$ cat src/rtl/spireg_bank_arb.sv
// Register bank and arbiter behind the SPI register slave.
// The bank is shared between the SPI host, which is never stalled, and an
// on-chip core port using a req/gnt handshake. The block also decodes the
// slave's fast commands and builds the status byte returned to the host.
//
// Ports:
//   clk, nrst                         clock, asynchronous active-low reset
//   spi_addr/spi_wdata/spi_wvld       SPI register write port
//   spi_rdata                         bank[spi_addr], registered
//   fastcmd/fastcmd_vld               fast command strobe from the slave
//   status                            {busy, lock, err, core_wait, wr_cnt}, registered
//   core_req/core_we/core_addr/core_wdata   core request, held until granted
//   core_gnt                          combinational grant
//   core_rdata/core_rvalid/core_err   core read data, read-valid and locked-write pulses
//   usr_cmd/usr_cmd_vld               forwarded fast command and its pulse
module spireg_bank_arb #(
  parameter int unsigned ADDR_W = 4,
  parameter int unsigned REG_W  = 16
) (
  input  logic              clk,
  input  logic              nrst,
  input  logic [ADDR_W-1:0] spi_addr,
  input  logic [REG_W-1:0]  spi_wdata,
  input  logic              spi_wvld,
  output logic [REG_W-1:0]  spi_rdata,
  input  logic [5:0]        fastcmd,
  input  logic              fastcmd_vld,
  output logic [7:0]        status,
  input  logic              core_req,
  input  logic              core_we,
  input  logic [ADDR_W-1:0] core_addr,
  input  logic [REG_W-1:0]  core_wdata,
  output logic              core_gnt,
  output logic [REG_W-1:0]  core_rdata,
  output logic              core_rvalid,
  output logic              core_err,
  output logic [5:0]        usr_cmd,
  output logic              usr_cmd_vld
);

  localparam int unsigned DEPTH = 1 << ADDR_W;
  localparam int unsigned CLR_W = ADDR_W + 1;
  localparam int unsigned CNT_W = 4;

  localparam logic [5:0] CMD_CLEAR   = 6'h01;
  localparam logic [5:0] CMD_LOCK    = 6'h02;
  localparam logic [5:0] CMD_UNLOCK  = 6'h03;
  localparam logic [5:0] CMD_ERR_CLR = 6'h3F;

  typedef enum logic {
    ST_IDLE  = 1'b0,
    ST_CLEAR = 1'b1
  } state_t;

  state_t             state_q, state_d;
  logic [CLR_W-1:0]   clr_idx_q, clr_idx_d;
  logic               lock_q, lock_d;
  logic               err_q, err_d;
  logic [CNT_W-1:0]   wr_cnt_q, wr_cnt_d;

  logic [REG_W-1:0]   bank_q [DEPTH];

  logic               bank_we_c;
  logic [ADDR_W-1:0]  bank_waddr_c;
  logic [REG_W-1:0]   bank_wdata_c;

  logic               core_gnt_c;
  logic               cmd_clear_c, cmd_lock_c, cmd_unlock_c, cmd_err_clr_c, cmd_fwd_c;

  logic [REG_W-1:0]   spi_rdata_q, spi_rdata_d;
  logic [REG_W-1:0]   core_rdata_q, core_rdata_d;
  logic               core_rvalid_q, core_rvalid_d;
  logic               core_err_q, core_err_d;
  logic [5:0]         usr_cmd_q, usr_cmd_d;
  logic               usr_cmd_vld_q, usr_cmd_vld_d;
  logic [7:0]         status_q, status_d;

  // Fast command decode and grant
  always_comb begin
    cmd_clear_c   = fastcmd_vld && (fastcmd == CMD_CLEAR);
    cmd_lock_c    = fastcmd_vld && (fastcmd == CMD_LOCK);
    cmd_unlock_c  = fastcmd_vld && (fastcmd == CMD_UNLOCK);
    cmd_err_clr_c = fastcmd_vld && (fastcmd == CMD_ERR_CLR);
    cmd_fwd_c     = fastcmd_vld && !(cmd_clear_c || cmd_lock_c || cmd_unlock_c || cmd_err_clr_c);
    // SPI always wins; core waits while the bank is being cleared
    core_gnt_c    = core_req && !spi_wvld && (state_q == ST_IDLE);
  end

  // Next-state, single bank write port and registered-output logic
  always_comb begin
    state_d       = state_q;
    clr_idx_d     = clr_idx_q;
    lock_d        = lock_q;
    err_d         = err_q;
    wr_cnt_d      = wr_cnt_q;
    bank_we_c     = 1'b0;
    bank_waddr_c  = '0;
    bank_wdata_c  = '0;

    unique case (state_q)
      ST_IDLE: begin
        if (spi_wvld) begin
          bank_we_c    = 1'b1;
          bank_waddr_c = spi_addr;
          bank_wdata_c = spi_wdata;
          wr_cnt_d     = wr_cnt_q + CNT_W'(1);
        end else if (core_gnt_c && core_we && !lock_q) begin
          bank_we_c    = 1'b1;
          bank_waddr_c = core_addr;
          bank_wdata_c = core_wdata;
        end
        // The same-cycle SPI write still commits; the sweep overwrites it later
        if (cmd_clear_c) begin
          state_d   = ST_CLEAR;
          clr_idx_d = '0;
        end
      end
      ST_CLEAR: begin
        bank_we_c    = 1'b1;
        bank_waddr_c = clr_idx_q[ADDR_W-1:0];
        bank_wdata_c = '0;
        if (spi_wvld) begin
          err_d = 1'b1;
        end
        if (clr_idx_q == CLR_W'(DEPTH - 1)) begin
          state_d = ST_IDLE;
        end else begin
          clr_idx_d = clr_idx_q + CLR_W'(1);
        end
      end
      default: begin
        state_d = ST_IDLE;
      end
    endcase

    if (cmd_lock_c) begin
      lock_d = 1'b1;
    end
    if (cmd_unlock_c) begin
      lock_d = 1'b0;
    end
    if (cmd_err_clr_c) begin
      err_d    = 1'b0;
      wr_cnt_d = '0;
    end

    spi_rdata_d   = bank_q[spi_addr];
    core_rdata_d  = (core_gnt_c && !core_we) ? bank_q[core_addr] : core_rdata_q;
    core_rvalid_d = core_gnt_c && !core_we;
    core_err_d    = core_gnt_c && core_we && lock_q;
    usr_cmd_d     = cmd_fwd_c ? fastcmd : usr_cmd_q;
    usr_cmd_vld_d = cmd_fwd_c;
    status_d      = {(state_q == ST_CLEAR), lock_q, err_q, core_req && !core_gnt_c, wr_cnt_q};
  end

  // Control and output registers
  always_ff @(posedge clk or negedge nrst) begin
    if (!nrst) begin
      state_q       <= ST_IDLE;
      clr_idx_q     <= '0;
      lock_q        <= 1'b0;
      err_q         <= 1'b0;
      wr_cnt_q      <= '0;
      spi_rdata_q   <= '0;
      core_rdata_q  <= '0;
      core_rvalid_q <= 1'b0;
      core_err_q    <= 1'b0;
      usr_cmd_q     <= '0;
      usr_cmd_vld_q <= 1'b0;
      status_q      <= '0;
    end else begin
      state_q       <= state_d;
      clr_idx_q     <= clr_idx_d;
      lock_q        <= lock_d;
      err_q         <= err_d;
      wr_cnt_q      <= wr_cnt_d;
      spi_rdata_q   <= spi_rdata_d;
      core_rdata_q  <= core_rdata_d;
      core_rvalid_q <= core_rvalid_d;
      core_err_q    <= core_err_d;
      usr_cmd_q     <= usr_cmd_d;
      usr_cmd_vld_q <= usr_cmd_vld_d;
      status_q      <= status_d;
    end
  end

  // Register bank storage
  always_ff @(posedge clk or negedge nrst) begin
    if (!nrst) begin
      for (int i = 0; i < int'(DEPTH); i++) begin
        bank_q[i] <= '0;
      end
    end else if (bank_we_c) begin
      bank_q[bank_waddr_c] <= bank_wdata_c;
    end
  end

  assign core_gnt    = core_gnt_c;
  assign spi_rdata   = spi_rdata_q;
  assign core_rdata  = core_rdata_q;
  assign core_rvalid = core_rvalid_q;
  assign core_err    = core_err_q;
  assign usr_cmd     = usr_cmd_q;
  assign usr_cmd_vld = usr_cmd_vld_q;
  assign status      = status_q;

endmodule
$ cat config.mk
export PLATFORM = sky130hd
export DESIGN_NAME = spireg_bank_arb
export DESIGN_NICKNAME = d
export VERILOG_FILES = /design/src/rtl/spireg_bank_arb.sv
export SDC_FILE = /design/constraint.sdc
export NUM_CORES = 1
export LEC_CHECK = 0
export BUFFER_PORTS_ARGS = -buffer_cell sky130_fd_sc_hd__buf_2
export CAP_MARGIN = 20
export CORE_MARGIN = 2
export CORE_UTILIZATION = 30
export DETAILED_ROUTE_END_ITERATION = 8
export GPL_ROUTABILITY_DRIVEN = 0
export PLACE_DENSITY = 0.48
export SYNTH_ARGS = -nofsm -noshare
export SYNTH_HDL_FRONTEND = slang
export SYNTH_SLANG_ARGS = --single-unit
$ cat constraint.sdc
create_clock -name clk -period 3.05 [get_ports clk]
set_clock_uncertainty 0.05 [all_clocks]
set_input_delay 0.1525 -clock clk [delete_from_list [all_inputs] [get_ports clk]]
set_output_delay 0.1525 -clock clk [all_outputs]
set_load 0.005 [all_outputs]
# Word level (Yosys, flattened, before mapping)
# Index checks and enable logic that the tools add are counted.
# totals
word_cells,105
out_inout_bits,50
regBits,317
input_bits,52
# op_classes
n_lt_le_gt_ge,4
add_sub_neg,2
bitwise_logic,4
eq_ne,8
n_reduce_logical,27
muxes,32
# op_table
op,count
$bwmux 256,1
$bmux 16 s4,2
$mux 16,7
$demux 16 s4,1
$pmux 16 s2,1
$mux 4,5
$ge 5x5->1 const B,3
$not 4->5,3
$logic_and 1x1->1,13
$eq 6x2->1 const B,2
$mux 5,2
$pmux 5 s2,1
$mux 1,9
$pmux 4 s2,1
$eq 6x1->1 const B,1
$eq 6x6->1 const B,1
$reduce_and 2->1,3
$reduce_bool 2->1,3
$add 5x1->5 const B,1
$eq 5x4->1 const B,1
$logic_not 1->1,5
$lt 5x1->1 const B,1
$add 4x1->4 const B,1
$ne 2x2->1 const B,2
other kinds (4),7

# Longest topological paths before layout
# Gate-level depths: netlist (run 1).
# depth
word_depth,14
ltp_mapped,9

# Worst setup path before layout (run 1)
# No wires, ideal clock.
# synth_timing
path_type,reg-to-reg
start,register state_q
end,register bank_q[53] in the netlist's numbering
arrival_time_ps,2276
required_time_ps,2873
stages_incl_launch_ff,9
path_buffers,3
setup_ps,127
setup_slack_ps,597
path_cell_list,dfrtp_1 > buf_2 > nor3b_4 > and2_1 > buf_4 > o221ai_2 > a2111oi_4 > buf_6 > mux2_1
# synth_via
elab_chain_cells,13
elab_cells_between_ends,20
classes_between,order compare: 2; mux: 12; bitwise: 2; reduce/logical: 4
# synth_rtl
item,line,rtl
from (decl),55,"state_t state_q, state_d;"
from (signal assigned),172,state_q <= state_d;
$not 1->1 (*),n/a,
$logic_and 1x1->1 (*),86,core_gnt_c = core_req && !spi_wvld && (state_q == ST_IDLE);
named net core_gnt,33,"output logic core_gnt,"
$logic_and 1x1->1 (*) (2 in series),107,end else if (core_gnt_c && core_we && !lock_q) begin
$mux 4,107,
$mux 4,102,if (spi_wvld) begin
$pmux 4 s2,100,unique case (state_q)
$not 4->5 (implied by the code),194,bank_q[bank_waddr_c] <= bank_wdata_c;
$ge 5x5->1 (implied by the code) / $lt 5x1->1 (equally long branches),194,
$logic_and 1x1->1 (implied by the code),194,
$mux 16 (implied by the code),194,
$demux 16 s4,194,
$bwmux 256,194,
"to (signal, indexed assignment)",194,
to (decl),61,logic [REG_W-1:0] bank_q [DEPTH];
# The timed path passes the listed nets; every way through them passes the cells marked *.
# A chain may end at the register's enable or synchronous reset.

# Worst setup path in the final report (run 1)
# layout_timing
start,register state_q
end,register bank_q[6] in the netlist's numbering
# layout_via
elab_chain_cells,13
elab_cells_between_ends,20
classes_between,order compare: 2; mux: 12; bitwise: 2; reduce/logical: 4
# layout_rtl
item,line
$not 1->1,n/a
$logic_and 1x1->1,86
$logic_and 1x1->1 (2 in series),107
$mux 4,107
$mux 4,102
$pmux 4 s2,100
$not 4->5 (implied by the code),194
$ge 5x5->1 (implied by the code) / $lt 5x1->1 (equally long branches),194
$logic_and 1x1->1 (implied by the code),194
$mux 16 (implied by the code),194
$demux 16 s4,194
$bwmux 256,194
# Several ways; a longest one is shown, not always the timed one.

==> out/qor.tcl, run 1 <==
set qor(setup_total_negative_slack_ns) 0
set qor(max_cap_violations) 0
set qor(crit_path_max_fanout) 13
set qor(final_nets) 1248
set qor(clk_latency_ns) 0.55
set qor(grt.total_usage_pct) 16.9
set qor(startpoint_type) {flop}
set qor(worst-slew-pin-transition_ns) 0.753
set qor(count_of_routing_violations_after_the_opening_detailed_route_iteration) 555
set qor(first_pass_iters) 4
set qor(run_status) {finished clean}
set qor(path_class) {reg2reg}
set qor(top_level_ports) 102
set qor(antenna_found_initial) 0
set qor(drive_above_1_share_pct) 52.8
set qor(critPathMaxStageDelay_ns) 0.48
set qor(drt_drc_violations_left) 0
set qor(timing.hold.worst.class) {in2async}
set qor(placement.io_buffers) 101
set qor(worst_slew_margin_rel_pct) 49.8
set qor(drt-wirelength-per-cell_um) 24.1
set qor(synth_async_sr_flop_share_pct) 100
set qor(rsz0062_at_grt) {no}
set qor(kind_of_end_point_of_the_critical_path) {flop}
set qor(fp.dieH_um) 236
set qor(first_global_vias) 10500
set qor(grt_first_pass_wirelength_mm) 70.9
set qor(final_hold_violating_endpoints) 0
set qor(start_util_pct) 30.5
set qor(crit_required_ns) 3.42
set qor(synth_ff_type) {sky130_fd_sc_hd__dfrtp_1}
set qor(placed_instances) 1827
set qor(crit_path_top_delay_cell) {sky130_fd_sc_hd__dfrtp_1}
set qor(area.growth.synth_to_final_pct) 17.8
set qor(most_used_standard_cell_by_instance_count_after_synthesis) {sky130_fd_sc_hd__dfrtp_1}
set qor(power.total_uw) 14100
set qor(post_cts_resize_count) 0
set qor(synth_top_cells_by_area) {sky130_fd_sc_hd__dfrtp_1 (49%), sky130_fd_sc_hd__mux2_2 (20%), sky130_fd_sc_hd__mux4_2 (17%)}
set qor(ant_diodes) 0
set qor(vias) 9903
set qor(grt-ovfl-total) 0
set qor(critPathArrivalTime_ns) 3.00
set qor(synth.yosys.seq_area_share_pct) 49.2
set qor(period_share_pct) 86.1
set qor(die_area_um2) 55600
set qor(post_layout_minimum_cycle_time_ns) 2.63
set qor(floorplan.rows) 84
set qor(fmaxAchievable_mhz) 381
set qor(tritoncts) {yes}
set qor(maxSlewViolCount) 0
set qor(final_wirelength_mm) 45.8
set qor(synth.cells.most_frequent) {sky130_fd_sc_hd__dfrtp_1 (317), sky130_fd_sc_hd__mux2_2 (291), sky130_fd_sc_hd__mux4_2 (120), sky130_fd_sc_hd__clkbuf_1 (41), sky130_fd_sc_hd__mux2i_1 (29)}
set qor(clock_transition_time_at_the_flip_flop_clock_pins_of_the_worst_setup_and_hold_paths_ns) 0.06
set qor(yosysTopAreaCellShare_pct) 49.2
set qor(instances_no_fill) 1901
set qor(cts_sinks) 317
set qor(yosysWarningCount) 0
set qor(grt_max_degree) 87
set qor(coreArea_um2) 52900
set qor(setup_violations) 0
set qor(synth_enable_flop_cells) 0
set qor(powerDensity_nw_per_um2) 744
set qor(max-vdd-ir-drop_mv) 0.307
set qor(cts_max_path_buffers) 3
set qor(fp.dieW_um) 236
set qor(ant_nets) 0
set qor(number_of_buffers_added_by_the_clock_tree_synthesis_step) 37
set qor(yosysTopAreaCell) {sky130_fd_sc_hd__dfrtp_1}
set qor(h_tree_level_count) 2
set qor(avgSynthCellArea_um2) 15.1
set qor(synthesis.nets) 1123
set qor(ys_seq_elements) 317
set qor(synthCells) 1068
set qor(fillerInstances) 5003
set qor(timing.critical_path.cells) {nor3b_4 -> and2_1 -> o221ai_1 -> nor2_2 -> buf_4 -> mux2_2}
set qor(detail_route.vias_per_cell) 5.21
set qor(syn_area_um2) 16100
set qor(root_buffer) {sky130_fd_sc_hd__clkbuf_16}
set qor(ys_types) 50
set qor(p_leak_uw) 0.00852
set qor(detailedPlacementHpwl_mm) 30.0
[critical path: cells and delay by family, from the launching register on]
family / cells / cell delay [ns]
buf+inv: 1 / 0.25
mux: 1 / 0.34
flops: 1 / 0.48
compound gates: 1 / 0.31
simple gates: 3 / 1.06
[repair_timing]
item                      4_1_cts  5_1_grt
hold endpoints to repair       91        0
setup buffers                   0        0
hold buffers                   15        0
[routing by layer]
layer | track usage (%) | share of wire, % | routed length [µm] | up-vias
met5 | 0 | 0 | 0 | -
met4 | 3.65 | 1.6 | 732 | 0
met3 | 2.49 | 3.3 | 1490 | 54
met2 | 28.0 | 49 | 22500 | 150
met1 | 23.5 | 46 | 21100 | 5330
li1 | - | - | - | 4369
[sequential cells by signal (all words and copies together) (netlist names), 4 cells and up]
signal	count
core_rdata	16
clr_idx_q	5
status	8
wr_cnt_q	4
usr_cmd	6
spi_rdata	16
bank_q	256
[where the power goes]
part / switching (µW) / internal (µW) / total, µW / leakage, µW
registers: 820 / 5400 / 6220 / 0.00416
logic: 1380 / 2170 / 3560 / 0.00378
clock network: 1760 / 2590 / 4350 / 0.000581
total: 3960 / 10200 / 14100 / 0.00852
[logic make-up (layout without fill, tap and decap cells)]
family | after synthesis | in the layout | synth area share [%]
compound gates | 114 | 114 | 5.21
xor+xnor | 5 | 5 | 0.272
fa+ha+maj | 3 | 3 | 0.233
buf+inv | 93 | 238 | 2.65
flops | 317 | 317 | 49.2
mux | 450 | 450 | 39.6
simple gates | 86 | 86 | 2.85
[worst paths after layout]
check,startpoint,end,slack (ns),depth (start not counted)
min in group clk,core_wdata[8],bank_q[56]$_DFFE_PN0P_,0.19,4
setup reg to reg,state_q$_DFF_PN0_,bank_q[6]$_DFFE_PN0P_,0.42,6
hold reg to reg,err_q$_DFFE_PN0P_,status[5]$_DFF_PN0_,0.34,0
setup / recovery,state_q$_DFF_PN0_,bank_q[6]$_DFFE_PN0P_,0.42,6
hold / removal,nrst,usr_cmd[3]$_DFFE_PN0P_,0.19,2
max in group asynchronous,nrst,bank_q[99]$_DFFE_PN0P_,1.83,3
[cells in the final DEF (no fill, tap or decap), drive strengths merged, types with 3 or more instances in the layout]
cell	n
a221o	16
or2	3
xor2	3
ha	3
inv	5
clkbuf	50
mux2i	29
a22o	16
nand2	24
nand2b	3
nor3	12
clkinv	7
and3	3
dlygate4sd3	15
nand3b	7
a21oi	16
and2	6
a22oi	6
mux2	301
a221oi	3
buf	159
o21bai	12
nor2	15
dfrtp	317
o22ai	13
mux4	120
o21ai	22
nand3	6
[per-stage QoR]
step | worst slack, ns | utilization, % | hold slack (ns) | instance area (µm²)
finish | 0.423 | 35.9 | 0.186 | 19000
global route | 0.242 | 35.9 | 0.204 | 19000
CTS | 0.413 | 35.9 | 0.165 | 19000
detailed placement | 0.432 | 33.5 | 0.201 | 17700
global placement | 0.504 | 33.5 | 0.194 | 17700
floorplan | 0.597 | - | -0.193 | 16100
[area by class of cell]
type                       instances  area (µm²)  share of cell area [%]
sequential                       317        7930                    41.8
clock inverter                     9        95.1                   0.501
multi-input combinational        658        7780                    40.9
clock buffer                      50        1060                    5.61
tap                              688         861                    4.53
timing repair buffer             174        1250                    6.56
inverter                           5        18.8                  0.0988
No activity file was read; power rests on OpenSTA's default activity.
==> inputs of run 2 (changes only) <==
clock period = 3.1 ns   (was 3.05 ns; I/O delays follow)
==> run 2 against run 1 <==
  * Clock-buffer cell count is 5 higher
  * Combinational power is 2% lower
  * Sequential cell count stayed put
  * Fmax is 6.6% lower
  * Highest routed layer unchanged
  * Largest power group unchanged
  * Via count is 0.21% lower
==> out/qor.tcl, run 2 (same netlist as run 1, synthesis figures left out) <==
set qor(period_share_pct) 90.7
set qor(kind_of_end_point_of_the_critical_path) {flop}
set qor(critPathArrivalTime_ns) 3.16
set qor(area.growth.synth_to_final_pct) 17.2
set qor(post_cts_resize_count) 0
set qor(p_leak_uw) 0.00844
set qor(cts_sinks) 317
set qor(postLayoutCoreUtil_pct) 35.7
set qor(fillerInstances) 5018
set qor(drt_drc_violations_left) 0
set qor(max_cap_violations) 0
set qor(die_area_um2) 55600
set qor(fp.dieW_um) 236
set qor(grt_first_pass_wirelength_mm) 70.1
set qor(timing.hold.worst.class) {in2async}
set qor(run_status) {finished clean}
set qor(clk_latency_ns) 0.53
set qor(crit_required_ns) 3.45
set qor(grt.total_usage_pct) 16.7
set qor(final_hold_violating_endpoints) 0
set qor(startpoint_type) {flop}
set qor(detailedPlacementHpwl_mm) 29.6
set qor(commonest_cells_after_routing_fill_and_taps_aside) {sky130_fd_sc_hd__dfrtp_1 (317), sky130_fd_sc_hd__mux2_2 (291), sky130_fd_sc_hd__mux4_2 (120), sky130_fd_sc_hd__buf_2 (97), sky130_fd_sc_hd__buf_4 (40)}
set qor(mostFrequentLayoutCell) {sky130_fd_sc_hd__dfrtp_1}
set qor(tritoncts) {yes}
set qor(drt-wirelength-per-cell_um) 24.2
set qor(number_of_setup_buffers_added_after_cts) 0
set qor(crit_path_max_fanout) 14
set qor(drive_above_1_share_pct) 51.9
set qor(reg2reg_depth) 6
set qor(smallest_hold_slack_ns) 0.130
set qor(worst_slew_margin_rel_pct) 41.0
set qor(power.total_uw) 13800
set qor(grt-ovfl-total) 0
set qor(ff_latch_area_um2) 7930
set qor(first_global_vias) 10600
set qor(timing.critical_path.cells) {nor3b_4 -> and2_1 -> o221ai_2 -> a2111oi_4 -> buf_12 -> mux2_1}
set qor(max-vdd-ir-drop_mv) 0.291
set qor(number_of_buffers_added_by_the_clock_tree_synthesis_step) 36
set qor(clock_transition_time_at_the_flip_flop_clock_pins_of_the_worst_setup_and_hold_paths_ns) 0.06
set qor(antenna_found_initial) 0
set qor(final_wirelength_mm) 45.8
set qor(path_class) {reg2reg}
set qor(start_util_pct) 30.5
set qor(cts_max_path_buffers) 3
set qor(detail_route.vias_per_cell) 5.22
set qor(worst-slew-pin-transition_ns) 0.871
set qor(crit_path_top_delay_cell) {sky130_fd_sc_hd__dfrtp_1}
set qor(floorplan.rows) 84
set qor(powerDensity_nw_per_um2) 729
set qor(first_pass_iters) 4
set qor(placement.io_buffers) 101
set qor(multiInputGateArea_um2) 7780
set qor(maxSlewViolCount) 0
set qor(timing.rr.start) {state_q$_DFF_PN0_}
set qor(ff2ff_setup_slack_ns) 0.29
set qor(path_buf_inv) 1
set qor(grt_max_degree) 82
set qor(coreArea_um2) 52900
set qor(r2r_end) {bank_q[53]$_DFFE_PN0P_}
set qor(vias) 9882
set qor(largest_reg_flops) 256
set qor(rsz0062_at_grt) {no}
set qor(critPathMaxStageDelay_ns) 0.52
set qor(top_level_ports) 102
set qor(fmaxAchievable_mhz) 356
set qor(hold_buffers) 15
set qor(setup_violations) 0
set qor(root_buffer) {sky130_fd_sc_hd__clkbuf_16}
set qor(count_of_routing_violations_after_the_opening_detailed_route_iteration) 603
set qor(fp.dieH_um) 236
set qor(top_register) {bank_q}
set qor(final_nets) 1238
set qor(setup_total_negative_slack_ns) 0
set qor(post_layout_minimum_cycle_time_ns) 2.81
set qor(critical-path-top-delay-family) {simple AND/OR/NAND/NOR gates}
set qor(h_tree_level_count) 2
set qor(ant_nets) 0
-- run 2: cell count changes in the layout (fill, tap and decap cells not counted), moves of 3 or more --
cell                       previous run  this run
sky130_fd_sc_hd__buf_4               50        40
sky130_fd_sc_hd__clkbuf_1             4        12
sky130_fd_sc_hd__clkbuf_8             9         6
sky130_fd_sc_hd__clkinv_2             7         4
-- run 2: how the worst max path moves through the flow --
stage | start | endpoint | slack (ns) | cells past startpoint
2_1_floorplan | state_q$_DFF_PN0_ | bank_q[53]$_DFFE_PN0P_ | 0.65 | 8
4_1_cts | state_q$_DFF_PN0_ | bank_q[104]$_DFFE_PN0P_ | 0.29 | 6
6_report | state_q$_DFF_PN0_ | bank_q[53]$_DFFE_PN0P_ | 0.29 | 6
3_3_place_gp | state_q$_DFF_PN0_ | bank_q[107]$_DFFE_PN0P_ | 0.38 | 6
3_5_place_dp | state_q$_DFF_PN0_ | bank_q[108]$_DFFE_PN0P_ | 0.31 | 6
5_1_grt | state_q$_DFF_PN0_ | bank_q[110]$_DFFE_PN0P_ | 0.09 | 6
-- run 2: per-layer routing --
layer | vias up | track usage, % | part of all wire [%]
li1 | 4357 | - | -
met1 | 5298 | 22.8 | 45
met2 | 171 | 27.7 | 48
met3 | 56 | 2.60 | 3.9
met4 | 0 | 4.56 | 2.2
met5 | - | 0 | 0
-- run 2: where the power goes --
part	total (µW)	internal (µW)	switching [µW]
Combinational	3490	2130	1360
Clock	4130	2410	1720
Sequential	6140	5310	820
-- run 2: worst reg2reg max path: stages, from the launching register on --
cell	delay (ns)
sky130_fd_sc_hd__dfrtp_1	0.52
sky130_fd_sc_hd__nor3b_4	0.39
sky130_fd_sc_hd__and2_1	0.42
sky130_fd_sc_hd__o221ai_2	0.26
sky130_fd_sc_hd__a2111oi_4	0.48
sky130_fd_sc_hd__buf_12	0.23
sky130_fd_sc_hd__mux2_1	0.34
-- run 2: area by class of cell --
cell class | count | area share [%]
antenna | 1 | 0.0132
clock buffer | 55 | 5.58
tap | 688 | 4.56
sequential | 317 | 42.0
clock inverter | 5 | 0.265
multi-input combinational | 658 | 41.2
inverter | 5 | 0.0994
timing repair buffer | 165 | 6.31
-- run 2: metrics by stage --
stage / area (µm²) / worst slack (ns) / instances
6_report: 18900 / 0.288 / 1894
3_3_place_gp: 17600 / 0.379 / 1818
2_1_floorplan: 16100 / 0.647 / 1068
3_5_place_dp: 17600 / 0.315 / 1818
5_1_grt: 18900 / 0.0919 / 1893
4_1_cts: 18900 / 0.290 / 1893
